--- config.mk ---
export PLATFORM = sky130hd
export DESIGN_NAME = inst_fetch_buffer
export DESIGN_NICKNAME = d
export VERILOG_FILES = /design/src/rtl/inst_fetch_buffer.sv
export SDC_FILE = /design/constraint.sdc
export NUM_CORES = 1
export LEC_CHECK = 0
export CELL_PAD_IN_SITES_DETAIL_PLACEMENT = 0
export CELL_PAD_IN_SITES_GLOBAL_PLACEMENT = 1
export CORE_MARGIN = 2
export CORE_UTILIZATION = 45
export CTS_BUF_LIST = sky130_fd_sc_hd__clkbuf_16
export DETAILED_ROUTE_END_ITERATION = 6
export PLACE_DENSITY_LB_ADDON = 0.1
export SETUP_SLACK_MARGIN = 0.2
export SLEW_MARGIN = 0
export SYNTH_ARGS = -nofsm -noshare
export SYNTH_HDL_FRONTEND = slang
export SYNTH_SLANG_ARGS = --single-unit
--- constraint.sdc ---
create_clock -name clk -period 6.7 [get_ports clk]
set_input_delay 0.67 -clock clk [delete_from_list [all_inputs] [get_ports clk]]
set_output_delay 0.67 -clock clk [all_outputs]
set_load 0.02 [all_outputs]
--- src/rtl/inst_fetch_buffer.sv ---
`default_nettype none
// ============================================================================
// Module   : inst_fetch_buffer
// Purpose  : Dual-issue fetch stage. Latches the fetch PC, issues one 64-bit
//            read at a time on an SRAM-like instruction port, and queues the
//            returned instructions with their PCs in a FIFO. Up to two
//            instructions per cycle are presented to decode.
// Ports    : clk, rst (async, active-low)
//            pc_address           - fetch PC from the PC stage
//            flush                - branch/exception redirect
//            inst_req/inst_addr   - read request, 8-byte aligned address
//            inst_addr_ok         - address accepted
//            inst_data_ok/rdata   - read data return
//            inst_ok_1/inst_ok_2  - PC advance pulses (+4 / +8)
//            out_valid/inst/pc_1  - FIFO head entry
//            out_valid/inst/pc_2  - FIFO head+1 entry
//            issue_1/issue_2      - decode consumes head / head+1
// Revision : 1.0 - initial release
// ============================================================================
module inst_fetch_buffer #(
  parameter int DEPTH = 8
) (
  input  logic        clk,
  input  logic        rst,
  input  logic [31:0] pc_address,
  input  logic        flush,
  output logic        inst_req,
  output logic [31:0] inst_addr,
  input  logic        inst_addr_ok,
  input  logic        inst_data_ok,
  input  logic [63:0] inst_rdata,
  output logic        inst_ok_1,
  output logic        inst_ok_2,
  output logic        out_valid_1,
  output logic [31:0] out_inst_1,
  output logic [31:0] out_pc_1,
  output logic        out_valid_2,
  output logic [31:0] out_inst_2,
  output logic [31:0] out_pc_2,
  input  logic        issue_1,
  input  logic        issue_2
);

  localparam int AW = $clog2(DEPTH);
  localparam logic [AW:0] DEPTH_C = (AW+1)'(DEPTH);
  localparam logic [AW:0] TWO_C   = (AW+1)'(2);

  localparam logic [1:0] S_IDLE      = 2'd0;
  localparam logic [1:0] S_WAIT_ADDR = 2'd1;
  localparam logic [1:0] S_WAIT_DATA = 2'd2;
  localparam logic [1:0] S_DISCARD   = 2'd3;

  logic [1:0]    state;
  logic [1:0]    state_next;
  logic [31:0]   pc_q;
  logic          squash;

  logic [31:0]   pc_mem   [DEPTH];
  logic [31:0]   inst_mem [DEPTH];
  logic [AW-1:0] head;
  logic [AW-1:0] tail;
  logic [AW-1:0] head_p1;
  logic [AW-1:0] tail_p1;
  logic [AW:0]   count;
  logic [AW:0]   free_slots;
  logic [AW:0]   push_n;
  logic [AW:0]   pop_n;

  logic          start_fetch;
  logic          push_ok;
  logic          aligned;
  logic          pop_1;
  logic          pop_2;

  // Free-slot check uses the count before this cycle's pops, so two slots are
  // always guaranteed for the single outstanding request.
  assign free_slots  = DEPTH_C - count;
  assign start_fetch = (state == S_IDLE) && !flush && (free_slots >= TWO_C);
  assign push_ok     = (state == S_WAIT_DATA) && inst_data_ok && !flush;
  assign aligned     = ~pc_q[2];

  assign inst_req  = (state == S_WAIT_ADDR);
  assign inst_addr = inst_req ? {pc_q[31:3], 3'b000} : 32'd0;
  assign inst_ok_1 = push_ok;
  assign inst_ok_2 = push_ok & aligned;

  assign out_valid_1 = (count != '0);
  assign out_valid_2 = (count >= TWO_C);
  assign head_p1     = head + AW'(1);
  assign tail_p1     = tail + AW'(1);

  // Outputs are forced to zero when their entry is empty so the unreset
  // storage never leaks out.
  assign out_inst_1 = out_valid_1 ? inst_mem[head]    : 32'd0;
  assign out_pc_1   = out_valid_1 ? pc_mem[head]      : 32'd0;
  assign out_inst_2 = out_valid_2 ? inst_mem[head_p1] : 32'd0;
  assign out_pc_2   = out_valid_2 ? pc_mem[head_p1]   : 32'd0;

  // issue_2 only counts alongside issue_1 with a valid second entry.
  assign pop_1  = issue_1 & out_valid_1;
  assign pop_2  = pop_1 & issue_2 & out_valid_2;
  assign pop_n  = (AW+1)'(pop_1) + (AW+1)'(pop_2);
  assign push_n = push_ok ? (aligned ? TWO_C : (AW+1)'(1)) : '0;

  always_comb begin
    state_next = state;
    case (state)
      S_IDLE:      if (start_fetch) state_next = S_WAIT_ADDR;
      // A flush never withdraws a pending request; the reply is dropped.
      S_WAIT_ADDR: if (inst_addr_ok) state_next = (flush || squash) ? S_DISCARD : S_WAIT_DATA;
      S_WAIT_DATA: begin
        if (inst_data_ok)  state_next = S_IDLE;
        else if (flush)    state_next = S_DISCARD;
      end
      S_DISCARD:   if (inst_data_ok) state_next = S_IDLE;
      default:     state_next = S_IDLE;
    endcase
  end

  always_ff @(posedge clk or negedge rst) begin
    if (!rst) begin
      state  <= S_IDLE;
      pc_q   <= 32'd0;
      squash <= 1'b0;
    end else begin
      state <= state_next;
      if (start_fetch) pc_q <= pc_address;
      if (state == S_WAIT_ADDR) begin
        if (inst_addr_ok) squash <= 1'b0;
        else if (flush)   squash <= 1'b1;
      end
    end
  end

  always_ff @(posedge clk or negedge rst) begin
    if (!rst) begin
      head  <= '0;
      tail  <= '0;
      count <= '0;
    end else if (flush) begin
      head  <= '0;
      tail  <= '0;
      count <= '0;
    end else begin
      head  <= head + AW'(pop_n);
      tail  <= tail + AW'(push_n);
      count <= count + push_n - pop_n;
    end
  end

  always_ff @(posedge clk) begin
    if (push_ok) begin
      if (aligned) begin
        pc_mem[tail]      <= pc_q;
        inst_mem[tail]    <= inst_rdata[31:0];
        pc_mem[tail_p1]   <= pc_q + 32'd4;
        inst_mem[tail_p1] <= inst_rdata[63:32];
      end else begin
        pc_mem[tail]      <= pc_q;
        inst_mem[tail]    <= inst_rdata[63:32];
      end
    end
  end

endmodule
`default_nettype wire

==> run_results.csv, run 1 <==
group,metric,value,unit
timing,finalSetupViolations,0,
timing,setup_slack,1.73,ns
global_route,grt_usage,24.7,%
global_route,gr-total-overflow,0,
timing,maxSlewHeadroom,14.6,%
clock_tree,cts_made_buffers,66,
critical_path,cp.depth,6,
synth,yosys_register_bits,557,
synth,syn_area_per_cell,14.7,µm²
route,routed_via_density,6.04,
placed_design,dp_hpwl,53400,µm
pwr,power.total,15.9,mW
placed_design,gp_congestion,0.770,
critical_path,worst-r2r-cell-count,6,
floorplan,num_rows,97,
placed_design,dp_slack,1.91,ns
floorplan,core,70100,µm²
critical_path,crit_required,6.03,ns
route,ant_nets,0,
pwr,p_switching,5.94,mW
global_route,grt_pass1_wl,134000,µm
clock_tree,h-tree-depth,3,
pwr,power.internal,9.92,mW
critical_path,max_stage_delay,0.92,ns
clock_tree,post_cts_buffers,0,
clock_tree,ctsHoldBuffers,0,
pwr,combinationalPowerShare,47.8,%
synth,synthCells,2171,
synth,synth_edf_count,512,
clock_tree,cts_tree,"built",
synth,seq_area_frac_synth,51.7,%
floorplan,die_w,270,µm
critical_path,crit_arrival,4.30,ns
critical_path,critPathMaxFanout,50,
finish,diodes,0,
route,drc,0,
pwr,clkPwrFrac,21.7,%
critical_path,slowest_stage,"dfrtp_4",
pwr,p_per_area,428,nW/µm²
finish,drive_gt1_share,32.6,%
pwr,vdd_drop_max,0.335,mV
flow_run,drv_cap,0,
floorplan,die_h,270,µm
finish,n_fill_cell,5936,
synth,netlist.area_leader.share,48.1,%
route,drtIter0Drc,1495,
synth,syn-cell-area,31900,µm²
route,num_vias,19500,
global_route,grt_pass1_vias,20500,
pwr,leakage,12.0,nW
critical_path,start_kind,"flip-flop",
placed_design,place.port_buffers,264,
clock_tree,clockBufferDepth,3,
critical_path,worstSetupPathType,"flip-flop to primary output",
timing,finalHoldViolCount,0,
timing,fmax,201,MHz
synth,yosysWarnings,0,
timing,fin_crit_sh,74.2,%
synth,synth_cell_types,50,
global_route,antenna_found_initial,0,
synth,yosysTopAreaCell,"edfxtp_1",
floorplan,die_area,73100,µm²
clock_tree,insertion_delay,0.60,ns
synth,synthTopCellsByArea,"edfxtp_1 (48%), mux4_2 (18%), mux2_2 (11%), dfrtp_1 (3.5%), clkbuf_1 (2.6%)",
clock_tree,cts_sinks,557,
critical_path,path_cells,"ha_4 -> buf_4 -> mux4_2 -> nand2_1 -> a21oi_1 -> clkdlybuf4s50_1",
synth,ys_async_sr_fraction,8.08,%
clock_tree,cts.clk_slew.worst_paths,0.06,ns
timing,post-route-min-period,4.97,ns
synth,ys_dominant_reg_cell,"edfxtp_1",
finish,fin_nets,2361,
critical_path,endpoint_kind,"primary output",
floorplan,initial_core_util,45.5,%
timing,fin_tns_setup,0,ns
timing,tightest_slew,1.28,ns
timing,holdWs,0.214,ns
global_route,grt_max_degree,99,
hold_path,worstHoldPathType,"input pin to asynchronous set/reset pin",
pwr,netSwitchingFraction,37.4,%
finish,areaGrowthSynthToFinish,16.1,%
route,routed_wl,90500,µm
timing,finalClockSkew,0.0128,ns
run_status,status,"finished, final reports clean",
route,firstDrtPassIters,5,
timing,slew_viol_final,0,
route,detail_route.wl_per_cell,28.0,µm
timing,rsz0062_at_grt,"false",
synth,synthTopCellsByCount,"edfxtp_1 (512), mux2_2 (298), mux4_2 (256), clkbuf_1 (218), nand2_1 (139)",
pwr,seq_power_share,30.4,%
floorplan,top_level_ports,268,
critical_path,cp_num_buf_inv,2,
clock_tree,ctsResizeCount,0,
critical_path,critical-path-top-delay-family,"buffers and inverters",
clock_tree,cts_root_buf,"clkbuf_16",
synth,yosysMostFrequentCell,"edfxtp_1",
==> worst reg2reg max path, delay by kind of cell, from the launching register on <==
| kind | cells | cell delay (ns) |
|---|---|---|
| compound gates | 1 | 0.58 |
| flops | 1 | 0.52 |
| simple gates | 2 | 1.53 |
| xor+xnor | 1 | 0.33 |
| buf+inv | 1 | 0.42 |
| fa+ha+maj | 1 | 0.31 |
==> power groups by stage <==
stage                     clock network, mW  logic (mW)  registers [mW]
after detailed placement                  0        7.67            4.91
final                                  3.44        7.59            4.83
after CTS                              3.52        7.70            4.84
after global placement                    0        7.64            4.89
after floorplan                           0        5.38            4.41
after global routing                   3.64        8.06            4.89
==> final timing paths <==
kind	start	slack, ns	end
max	head[0]$_DFF_PN0_	1.73	out_inst_2[30]
min	rst	0.21	pc_q[1]$_DFFE_PN0P_
max reg2reg	tail[0]$_DFF_PN0_	2.63	pc_mem[3][24]$_DFFE_PP_
min reg2reg	squash$_DFFE_PN0P_	0.52	squash$_DFFE_PN0P_
max in group asynchronous	rst	5.90	head[1]$_DFF_PN0_
min in group clk	squash$_DFFE_PN0P_	0.52	squash$_DFFE_PN0P_
==> through the flow <==
step                std cells  area, µm²  util [%]
floorplan                2173      32000         -
global placement         3113      35000      49.9
detailed placement       3113      35000      49.9
CTS                      3231      37100      52.9
global route             3231      37100      52.9
finish                   3231      37100      52.9
==> registers in the layout, indices dropped and copies added, names as in the netlist <==
| register | cells |
|---|---|
| squash | 1 |
| pc_q | 32 |
| inst_mem | 256 |
| head | 3 |
| state | 2 |
| count | 4 |
| pc_mem | 256 |
| tail | 3 |
==> cell families (layout without fill, tap and decap cells) <==
group	Yosys count	after routing	share of synthesized area, %
and+or+nand+nor	424	424	6.68
other	1	3	0.0117
xor gates and xnor gates	122	122	3.34
DFF	557	557	51.7
muxes	648	648	31.9
AOI/OAI and AO/OA	80	80	1.37
buffers and inverters	322	440	4.27
adders and majority gates	17	17	0.760
==> cell usage in the layout, fill, tap and decap left out, types with 11 or more instances in the layout <==
cell	instances
a21oi_1	67
and2_1	35
clkdlybuf4s50_1	263
mux2_2	298
buf_4	36
clkinv_1	14
mux2i_1	64
nor4_1	27
clkbuf_16	71
nand2b_1	12
nand2_1	137
xnor2_1	86
mux4_2	256
nand4_1	32
edfxtp_1	512
nand3_1	56
clkinv_2	11
nor3_1	13
dfrtp_1	42
nor2_1	72
ha_1	12
inv_1	32
mux2_4	25
xor2_1	34
==> layer usage <==
metal	vias up	GRT usage, %	part of all wire (%)
met5	-	0	0
met4	0	7.08	2.3
met3	113	3.72	5.6
met2	630	42.2	51
met1	10300	32.9	41
li1	8466	-	-
==> cell type report <==
cell class	count	area, µm²	area share, %
clock inverters	47	282	0.759
clock buffers	71	1780	4.79
flip-flops and latches	557	16500	44.5
multi-input cells	1294	14300	38.5
repair buffers	305	3010	8.11
well taps	940	1180	3.17
inverters	17	63.8	0.172
Note: power is estimated with default switching activity, not from simulation.
==> run 2: changes to the inputs <==
--- a/config.mk
+++ b/config.mk
@@ -8,7 +8,7 @@
 export CELL_PAD_IN_SITES_DETAIL_PLACEMENT = 0
 export CELL_PAD_IN_SITES_GLOBAL_PLACEMENT = 1
 export CORE_MARGIN = 2
-export CORE_UTILIZATION = 45
+export CORE_UTILIZATION = 50
 export CTS_BUF_LIST = sky130_fd_sc_hd__clkbuf_16
 export DETAILED_ROUTE_END_ITERATION = 6
 export PLACE_DENSITY_LB_ADDON = 0.1
==> constraint.sdc (replaced) <==
create_clock -name clk -period 5.1 [get_ports clk]
set_input_delay 0.51 -clock clk [delete_from_list [all_inputs] [get_ports clk]]
set_output_delay 0.51 -clock clk [all_outputs]
set_load 0.02 [all_outputs]
==> run 2 against run 1 <==
Net effect: via count up 0.44%; setup slack worse by 0.89 ns; total power up 30%; final cell count decreased by 2.6%; core utilization increased by 5.8 points; clock power grew 26%; sequential share of layout area increased by 0.12 points; die area down 9.9%; wire length is 0.72% lower; critical endpoint is now out_pc_2[16].
==> run_results.csv, run 2 (synthesis gave the netlist of run 1 again) <==
group,metric,value,unit
global_route,gr-total-overflow,0,
placed_design,gp_congestion,0.780,
global_route,grt_pass1_vias,20700,
timing,post-route-min-period,4.26,ns
route,routed_via_density,6.23,
placed_design,dp_hpwl,51600,µm
pwr,netSwitchingFraction,37.4,%
finish,layout_commonest_cell,"edfxtp_1",
critical_path,r2r_slack,1.43,ns
finish,multi_input_area,14300,µm²
timing,fmax,235,MHz
floorplan,core,63100,µm²
timing,tightest_slew,1.27,ns
pwr,p_per_area,558,nW/µm²
pwr,leakage,12.0,nW
hold_path,worstHoldPathType,"input pin to asynchronous set/reset pin",
global_route,grt_usage,27.1,%
finish,drive_gt1_share,33.0,%
pwr,clkPwrFrac,21.0,%
route,routed_wl,89900,µm
finish,final_core_util,58.6,%
timing,finalSetupViolations,0,
floorplan,initial_core_util,50.6,%
critical_path,crit_arrival,3.75,ns
critical_path,slowest_stage,"ha_4",
critical_path,startpoint,"head[0]$_DFF_PN0_",
critical_path,critPathMaxFanout,37,
clock_tree,ctsHoldBuffers,0,
finish,layout.area.seq,16500,µm²
route,num_vias,19600,
global_route,grt_pass1_wl,133000,µm
floorplan,die_w,257,µm
placed_design,place.port_buffers,264,
flow_run,drv_cap,0,
critical_path,worstSetupPathType,"flip-flop to primary output",
clock_tree,cts.clk_slew.worst_paths,0.06,ns
clock_tree,cts_root_buf,"clkbuf_16",
floorplan,die_area,65900,µm²
critical_path,crit_required,4.59,ns
critical_path,start_kind,"flip-flop",
critical_path,critical-path-top-delay-family,"buffers and inverters",
critical_path,max_stage_delay,0.75,ns
route,drc,0,
run_status,status,"finished, final reports clean",
floorplan,top_level_ports,268,
finish,top_regs,"inst_mem: 256 flops, pc_mem: 256 flops, pc_q: 32 flops",
timing,finalClockSkew,0.0163,ns
floorplan,die_h,257,µm
route,detail_route.wl_per_cell,28.6,µm
pwr,combinationalPowerShare,49.0,%
global_route,antenna_found_initial,4,
clock_tree,post_cts_buffers,0,
global_route,grt_max_degree,129,
route,drtIter0Drc,1786,
pwr,p_switching,7.72,mW
clock_tree,cts_sinks,557,
timing,rsz0062_at_grt,"false",
critical_path,path_cells,"ha_4 -> buf_4 -> mux4_2 -> nand2_1 -> a21oi_1 -> clkdlybuf4s50_1",
pwr,seq_power_share,30.0,%
clock_tree,cts_made_buffers,60,
finish,fin_nets,2369,
finish,n_fill_cell,4976,
critical_path,cp_num_buf_inv,2,
timing,fin_crit_sh,83.5,%
clock_tree,clockBufferDepth,3,
finish,areaGrowthSynthToFinish,15.7,%
clock_tree,h-tree-depth,2,
floorplan,num_rows,92,
route,firstDrtPassIters,5,
route,ant_nets,0,
finish,final_cell_mix,"edfxtp_1 (512), mux2_2 (298), clkdlybuf4s50_1 (263)",
timing,finalHoldViolCount,0,
clock_tree,cts_tree,"built",
pwr,vdd_drop_max,0.393,mV
timing,slew_viol_final,0,
pwr,power.internal,12.9,mW
timing,maxSlewHeadroom,14.3,%
critical_path,rr_startpoint,"count[1]$_DFF_PN0_",
timing,holdWs,0.0237,ns
clock_tree,insertion_delay,0.63,ns
critical_path,endpoint_kind,"primary output",
clock_tree,ctsResizeCount,0,
[run 2: cell types whose count changed in the layout (fill, tap and decap cells not counted), moves of 3 or more]
cell / change
buf_4: +11
bufinv_16: +4
inv_1: -7
buf_12: +3
clkinv_1: +3
clkbuf_16: -10
clkinv_2: +5
[run 2: path summary, 6_finish.rpt]
path	end	depth (start not counted)
worst min register to register	squash$_DFFE_PN0P_	2
max in group asynchronous	head[1]$_DFF_PN0_	2
min in group clk	pc_q[7]$_DFFE_PN0P_	2
worst min-delay path	pc_q[10]$_DFFE_PN0P_	2
worst max register to register	count[3]$_DFF_PN0_	14
worst max-delay path	out_pc_2[16]	6
[run 2: cell type report]
cell class              count  area share (%)
diodes                      1         0.00677
clock buffers              61            4.13
clock inverters            51            1.09
inverters                  17           0.173
multi-input cells        1294            38.6
flip-flops and latches    557            44.7
well taps                 846            2.86
repair buffers            319            8.52
[run 2: per-layer routing]
layer	up-vias	share of wire [%]	wire (µm)	GRT usage (%)
met3	165	6.4	5730	4.45
li1	8461	-	-	-
met1	10200	40	36000	35.4
met4	6	2.9	2580	8.45
met2	750	51	45500	46.5
met5	-	0.14	122	1.02
[run 2: metrics by stage]
stage                     area [µm²]  worst slack [ns]  instances  TNS (ns)  power [mW]
after floorplan                32000             -1.11       2173   -213.74        12.9
after global placement         35000              1.30       3033         0        16.4
after detailed placement       35000              1.23       3033         0        16.5
after CTS                      37000             0.801       3145         0        20.8
after global routing           37000             0.770       3145         0        21.5
final                          37000             0.844       3146         0        20.6
[run 2: power groups by stage]
| stage | Clock, mW | Sequential, mW | Combinational, mW |
|---|---|---|---|
| after CTS | 4.40 | 6.19 | 10.2 |
| after floorplan | 0 | 5.80 | 7.06 |
| after global placement | 0 | 6.26 | 10.1 |
| final | 4.34 | 6.19 | 10.1 |
| after global routing | 4.56 | 6.25 | 10.7 |
| after detailed placement | 0 | 6.28 | 10.2 |
